==> src/rtl/trap_ctrl.sv <==
// Trap sequencer ahead of the machine-mode CSR file: selects one trap/interrupt/mret
// per MEM instruction, strobes the CSR file, then redirects the PC and flushes.
module trap_ctrl #(
    parameter int XLEN        = 32,
    parameter int SYNC_STAGES = 2
) (
    input  logic            clk,
    input  logic            rst,
    input  logic            valid_mem,
    input  logic [XLEN-1:0] pc_mem,
    input  logic [XLEN-1:0] inst_mem,
    input  logic [XLEN-1:0] mem_addr,
    input  logic            exc_fetch_mis,
    input  logic            exc_illegal,
    input  logic            exc_ebreak,
    input  logic            exc_ecall,
    input  logic            exc_load_mis,
    input  logic            exc_store_mis,
    input  logic            mret_mem,
    input  logic            ext_int,
    input  logic            timer_int,
    input  logic            csr_w,
    input  logic [XLEN-1:0] mstatus,
    input  logic [XLEN-1:0] mtvec,
    input  logic [XLEN-1:0] mepc_out,
    output logic            exception,
    output logic            allow_interrupt,
    output logic            mret,
    output logic [XLEN-1:0] mepc,
    output logic [XLEN-1:0] mcause,
    output logic [XLEN-1:0] mtval,
    output logic            stall,
    output logic            flush,
    output logic            redirect,
    output logic [XLEN-1:0] redirect_pc
);

    localparam logic [1:0] S_IDLE   = 2'd0;
    localparam logic [1:0] S_WAIT   = 2'd1;
    localparam logic [1:0] S_COMMIT = 2'd2;
    localparam logic [1:0] S_REDIR  = 2'd3;

    localparam logic [1:0] K_EXC  = 2'd0;
    localparam logic [1:0] K_INT  = 2'd1;
    localparam logic [1:0] K_MRET = 2'd2;

    localparam logic [XLEN-1:0] CAUSE_EXT   = {1'b1, (XLEN-1)'(11)};
    localparam logic [XLEN-1:0] CAUSE_TIMER = {1'b1, (XLEN-1)'(7)};

    logic [SYNC_STAGES-1:0] r_sync;
    logic [1:0]             r_state;
    logic [1:0]             r_kind;
    logic [XLEN-1:0]        r_epc, r_cause, r_tval;
    logic [XLEN-1:0]        r_cause_q, r_tval_q;

    logic            w_irq_ext;
    logic            w_event;
    logic [1:0]      w_kind;
    logic [XLEN-1:0] w_cause, w_tval;
    logic [1:0]      w_state_nxt;
    logic [XLEN-1:0] w_base;
    logic            w_unused;

    assign w_irq_ext = r_sync[SYNC_STAGES-1];
    assign w_base    = {mtvec[XLEN-1:2], 2'b00};
    assign w_unused  = &{1'b0, mstatus[XLEN-1:4], mstatus[2:0]};

    always_ff @(posedge clk) begin
        if (!rst) begin
            r_sync <= '0;
        end else begin
            r_sync[0] <= ext_int;
            for (int i = 1; i < SYNC_STAGES; i++) r_sync[i] <= r_sync[i-1];
        end
    end

    // Priority encoder: interrupts, then exceptions in architectural order, then mret.
    always_comb begin
        w_event = 1'b0;
        w_kind  = K_EXC;
        w_cause = '0;
        w_tval  = '0;
        if (valid_mem) begin
            if (mstatus[3] && w_irq_ext) begin
                w_event = 1'b1; w_kind = K_INT; w_cause = CAUSE_EXT;
            end else if (mstatus[3] && timer_int) begin
                w_event = 1'b1; w_kind = K_INT; w_cause = CAUSE_TIMER;
            end else if (exc_fetch_mis) begin
                w_event = 1'b1; w_cause = XLEN'(0);  w_tval = pc_mem;
            end else if (exc_illegal) begin
                w_event = 1'b1; w_cause = XLEN'(2);  w_tval = inst_mem;
            end else if (exc_ebreak) begin
                w_event = 1'b1; w_cause = XLEN'(3);  w_tval = pc_mem;
            end else if (exc_ecall) begin
                w_event = 1'b1; w_cause = XLEN'(11);
            end else if (exc_load_mis) begin
                w_event = 1'b1; w_cause = XLEN'(4);  w_tval = mem_addr;
            end else if (exc_store_mis) begin
                w_event = 1'b1; w_cause = XLEN'(6);  w_tval = mem_addr;
            end else if (mret_mem) begin
                w_event = 1'b1; w_kind = K_MRET;
            end
        end
    end

    always_comb begin
        w_state_nxt = r_state;
        case (r_state)
            S_IDLE:   if (w_event) w_state_nxt = csr_w ? S_WAIT : S_COMMIT;
            S_WAIT:   if (!csr_w) w_state_nxt = S_COMMIT;
            S_COMMIT: w_state_nxt = S_REDIR;
            default:  w_state_nxt = S_IDLE;
        endcase
    end

    always_ff @(posedge clk) begin
        if (!rst) begin
            r_state   <= S_IDLE;
            r_kind    <= K_EXC;
            r_epc     <= '0;
            r_cause   <= '0;
            r_tval    <= '0;
            r_cause_q <= '0;
            r_tval_q  <= '0;
        end else begin
            r_state <= w_state_nxt;
            if (r_state == S_IDLE && w_event) begin
                r_kind  <= w_kind;
                r_epc   <= pc_mem;
                r_cause <= w_cause;
                r_tval  <= w_tval;
            end
            // Shadow copies let mret rewrite mcause/mtval with their current values.
            if (r_state == S_COMMIT && r_kind != K_MRET) begin
                r_cause_q <= r_cause;
                r_tval_q  <= r_tval;
            end
        end
    end

    always_comb begin
        exception       = 1'b0;
        allow_interrupt = 1'b0;
        mret            = 1'b0;
        mepc            = '0;
        mcause          = '0;
        mtval           = '0;
        stall           = 1'b0;
        flush           = 1'b0;
        redirect        = 1'b0;
        redirect_pc     = '0;
        case (r_state)
            S_IDLE: stall = w_event & csr_w;
            S_WAIT: stall = 1'b1;
            S_COMMIT: begin
                stall = 1'b1;
                flush = 1'b1;
                if (r_kind == K_MRET) begin
                    mret   = 1'b1;
                    mepc   = mepc_out;
                    mcause = r_cause_q;
                    mtval  = r_tval_q;
                end else begin
                    exception       = (r_kind == K_EXC);
                    allow_interrupt = (r_kind == K_INT);
                    mepc            = r_epc;
                    mcause          = r_cause;
                    mtval           = r_tval;
                end
            end
            default: begin
                redirect = 1'b1;
                flush    = 1'b1;
                if (r_kind == K_MRET)
                    redirect_pc = mepc_out;
                else if (r_kind == K_INT && mtvec[1:0] == 2'b01)
                    redirect_pc = w_base + {{(XLEN-7){1'b0}}, r_cause[4:0], 2'b00};
                else
                    redirect_pc = w_base;
            end
        endcase
    end

endmodule

==> config.mk <==
export PLATFORM = sky130hd
export DESIGN_NAME = trap_ctrl
export DESIGN_NICKNAME = d
export VERILOG_FILES = /design/src/rtl/trap_ctrl.sv
export SDC_FILE = /design/constraint.sdc
export NUM_CORES = 1
export LEC_CHECK = 0
export BUFFER_PORTS_ARGS = -buffer_cell sky130_fd_sc_hd__buf_2
export CAP_MARGIN = 0
export CORE_AREA = 2 2 133 135
export CTS_BUF_LIST = sky130_fd_sc_hd__clkbuf_16
export DETAILED_ROUTE_END_ITERATION = 10
export DIE_AREA = 0 0 135 137
export HOLD_SLACK_MARGIN = 0.15
export PLACE_DENSITY = 0.75
export SLEW_MARGIN = 20
export SYNTH_ARGS = -nofsm -noshare
export SYNTH_HDL_FRONTEND = slang
export SYNTH_SLANG_ARGS = --single-unit
export TNS_END_PERCENT = 1
==> constraint.sdc <==
create_clock -name clk -period 7.8 [get_ports clk]
set_input_delay 2.34 -clock clk [delete_from_list [all_inputs] [get_ports clk]]
set_output_delay 2.34 -clock clk [all_outputs]
set_load 0.02 [all_outputs]
==> out/results.ini <==
[outcome]
status = finished clean

[yosys]
netlist_instances = 1015
synth_flop_cell = dfxtp_1
synthArstFlopShare = 0
ys_ff_latch = 111
yosysSeqAreaShare = 0.313
netlist_area_mm2 = 0.00711
yosys-top-cells-area = dfxtp_1 31%, nand2_1 17%, a21boi_0 7.2%, a21oi_1 6.7%, a222oi_1 4.4%
yosys.cell_types.count = 54
yosysTopAreaCell = dfxtp_1
yosysWarnings = 0
synth-edff-count = 0
postSynthAreaPerCell_um2 = 7.00
synth_top_area_share = 0.313

[sta]
rsz0062_at_grt = false
drv_slew = 0
setup_viol = 0
worst_slew_pin_slew_ns = 1.12
setup_tns_ns = 0
hold_violations = 0
fin_skew_ns = 0.00588
timing.final.crit_share = 0.918
fin_ws_ns = 0.642
fin_crit_ns = 7.16
max_freq_mhz = 140
max_slew_margin = 0.253

[detailed_routing]
drtIter0Drc = 702
first_pass_iters = 7
vias = 8066
routed_wirelength_mm = 26.4
avgViaCountPerCell = 5.49
wl_per_cell_um = 18.0
ant_nets = 0
drc = 0

[setup_path]
worst-r2r-cell-count = 6
critical_path.max_fanout = 7
max_stage_delay_ns = 0.65
crit_chain = buf_2 > ha_1 > inv_1 > fa_1 > nor2b_1 > o2111ai_1 > or4_1 > nand4_1 > o211ai_1 > buf_2
crit_path_end_kind = primary output
cp-start-kind = input port
path_class = input port to primary output
r2r-start = r_kind[0]
cp.required_ns = 5.46
worst_path_max_delay_cell = or4_1
arrival_ns = 4.82
r2r-end = r_tval_q[7]
reg2reg_slack_ns = 5.00
critPathMostFrequentCell = buf_2

[placed_design]
dpl.hpwl_mm = 19.1
place_ws_ns = 0.673
dpl_cell_area_mm2 = 0.00845
gp_congestion = 0.944
port_buffers = 280
dp_cells = 1452

[flow_run]
drv_cap = 0

[min_path]
hp-start = r_sync[0]
whs_path_depth = 1
holdPathEnd = r_sync[1]
hold_path.class = register to register

[global_routing]
antenna_found_initial = 2
grt_pass1_wl_mm = 38.7
overflow = 0
grt_usage = 0.270
grt_max_degree = 102
grt_pass1_vias = 6933

[clocking]
htree_num_levels = 3
cts_setup_buffers = 0
root_buffer = clkbuf_16
cts_tree = done
clkLatencyLatePin_ns = 0.34
path_clk_slew_ns = 0.07
cts.sinks = 111
post_cts_resized = 0
cts_hold_buf = 0
cts_buffers = 9
cts.path.max_buffers = 2

[layout]
final_common_cell = nand2_1
layout_common_cells = 323 x nand2_1, 280 x buf_2, 111 x dfxtp_1
nNetsFinal = 1453
drive_gt1_frac = 0.260
stdcell_area_mm2 = 0.00877
final_cell_count_no_fill = 1469
area_growth_pct = 23.4
fill_cells = 1739

[floorplanning]
die_w_um = 135
die_h_um = 137
start_util = 0.417
dieArea_mm2 = 0.0185
core_area_mm2 = 0.0171
ios = 339
rows = 48

[pwr]
vdd_ir_drop_max_uv = 137
power_density_mw_per_mm2 = 220
power.leakage_nw = 3.63

[cell families (layout without fill, tap and decap cells)]
family / Yosys count / count (layout) / synth area share
AND/OR/NAND/NOR: 459 / 459 / 0.282
AO/OA/AOI/OAI: 292 / 292 / 0.272
buffers and inverters: 120 / 322 / 0.0852
flip-flops: 111 / 111 / 0.313
XOR/XNOR: 17 / 17 / 0.0210
adder cells (fa/ha/maj): 10 / 10 / 0.0187
multiplexers: 5 / 5 / 0.00757
other: 1 / 28 / 0.000528
[Yosys cell counts (2+ instances only)]
master / n
buf_6: 3
nor4_1: 5
nor2_1: 21
nor2b_1: 3
and3_1: 10
nor3b_1: 2
mux2_2: 3
a21oi_1: 95
and2_1: 36
and4_1: 6
o21a_1: 5
nand2b_1: 3
xor2_1: 2
dfxtp_1: 111
buf_1: 2
a2111oi_0: 2
nand3_1: 14
o211ai_1: 3
a31o_2: 2
buf_4: 32
o21ai_0: 60
a311oi_1: 2
a222oi_1: 31
mux2i_1: 2
nand2_1: 323
a211oi_1: 8
a21boi_0: 68
ha_1: 9
xnor2_1: 15
nor3_1: 17
inv_1: 12
a21o_1: 4
nand4_1: 9
a22oi_1: 4
clkbuf_1: 60
or4_1: 2
buf_2: 10
or3_1: 3
[worst max-delay path by stage]
stage | start | end | slack [ns] | cells past startpoint
after floorplan | mtvec[2] | redirect_pc[28] | 1.09 | 7
after global placement | mtvec[2] | redirect_pc[28] | 0.73 | 10
after detailed placement | mtvec[2] | redirect_pc[28] | 0.67 | 10
after CTS | mtvec[2] | redirect_pc[28] | 0.66 | 10
after global routing | mtvec[2] | redirect_pc[28] | 0.52 | 10
final | mtvec[2] | redirect_pc[28] | 0.64 | 10
[routing by layer]
metal  wire, um  vias up  GRT usage
li1           -     3904          -
met1      11100     3737      0.366
met2      12500      398      0.450
met3       2410       27     0.0448
met4        420        0     0.0596
met5          0        -          0
[flip-flops by register name, indices dropped and copies added (netlist names)]
name	cells
r_state	2
r_kind	2
r_cause	4
r_cause_q	5
r_sync	2
r_tval_q	32
r_epc	32
r_tval	32
[power breakdown]
group,internal [mW],switching [mW]
Combinational,0.254,0.496
Clock,0.280,0.211
Sequential,0.637,0.0522
[through the flow]
stage / utilization / power, mW / hold WS, ns
after floorplan: - / 1.22 / 0.412
after global placement: 0.495 / 1.44 / 0.416
after detailed placement: 0.495 / 1.45 / 0.419
after CTS: 0.514 / 1.94 / 0.439
after global routing: 0.514 / 2.04 / 0.471
final: 0.514 / 1.93 / 0.437
[final cells by class]
cell class | instances | area, um2 | share of cell area
tap | 225 | 282 | 0.0321
inverter | 13 | 48.8 | 0.00557
clock buffer | 9 | 225 | 0.0257
sequential | 111 | 2220 | 0.253
timing repair buffer | 293 | 1500 | 0.171
clock inverter | 7 | 88.8 | 0.0101
antenna | 1 | 2.50 | 0.000285
multi-input combinational | 810 | 4400 | 0.502
[critical path, delay by kind of cell]
family / cells / cell delay, ns
and+or+nand+nor: 3 / 1.04
AOI/OAI and AO/OA: 2 / 0.55
buffers and inverters: 3 / 0.33
adders and majority gates: 2 / 0.57
No activity file was read; power rests on OpenSTA's default activity.
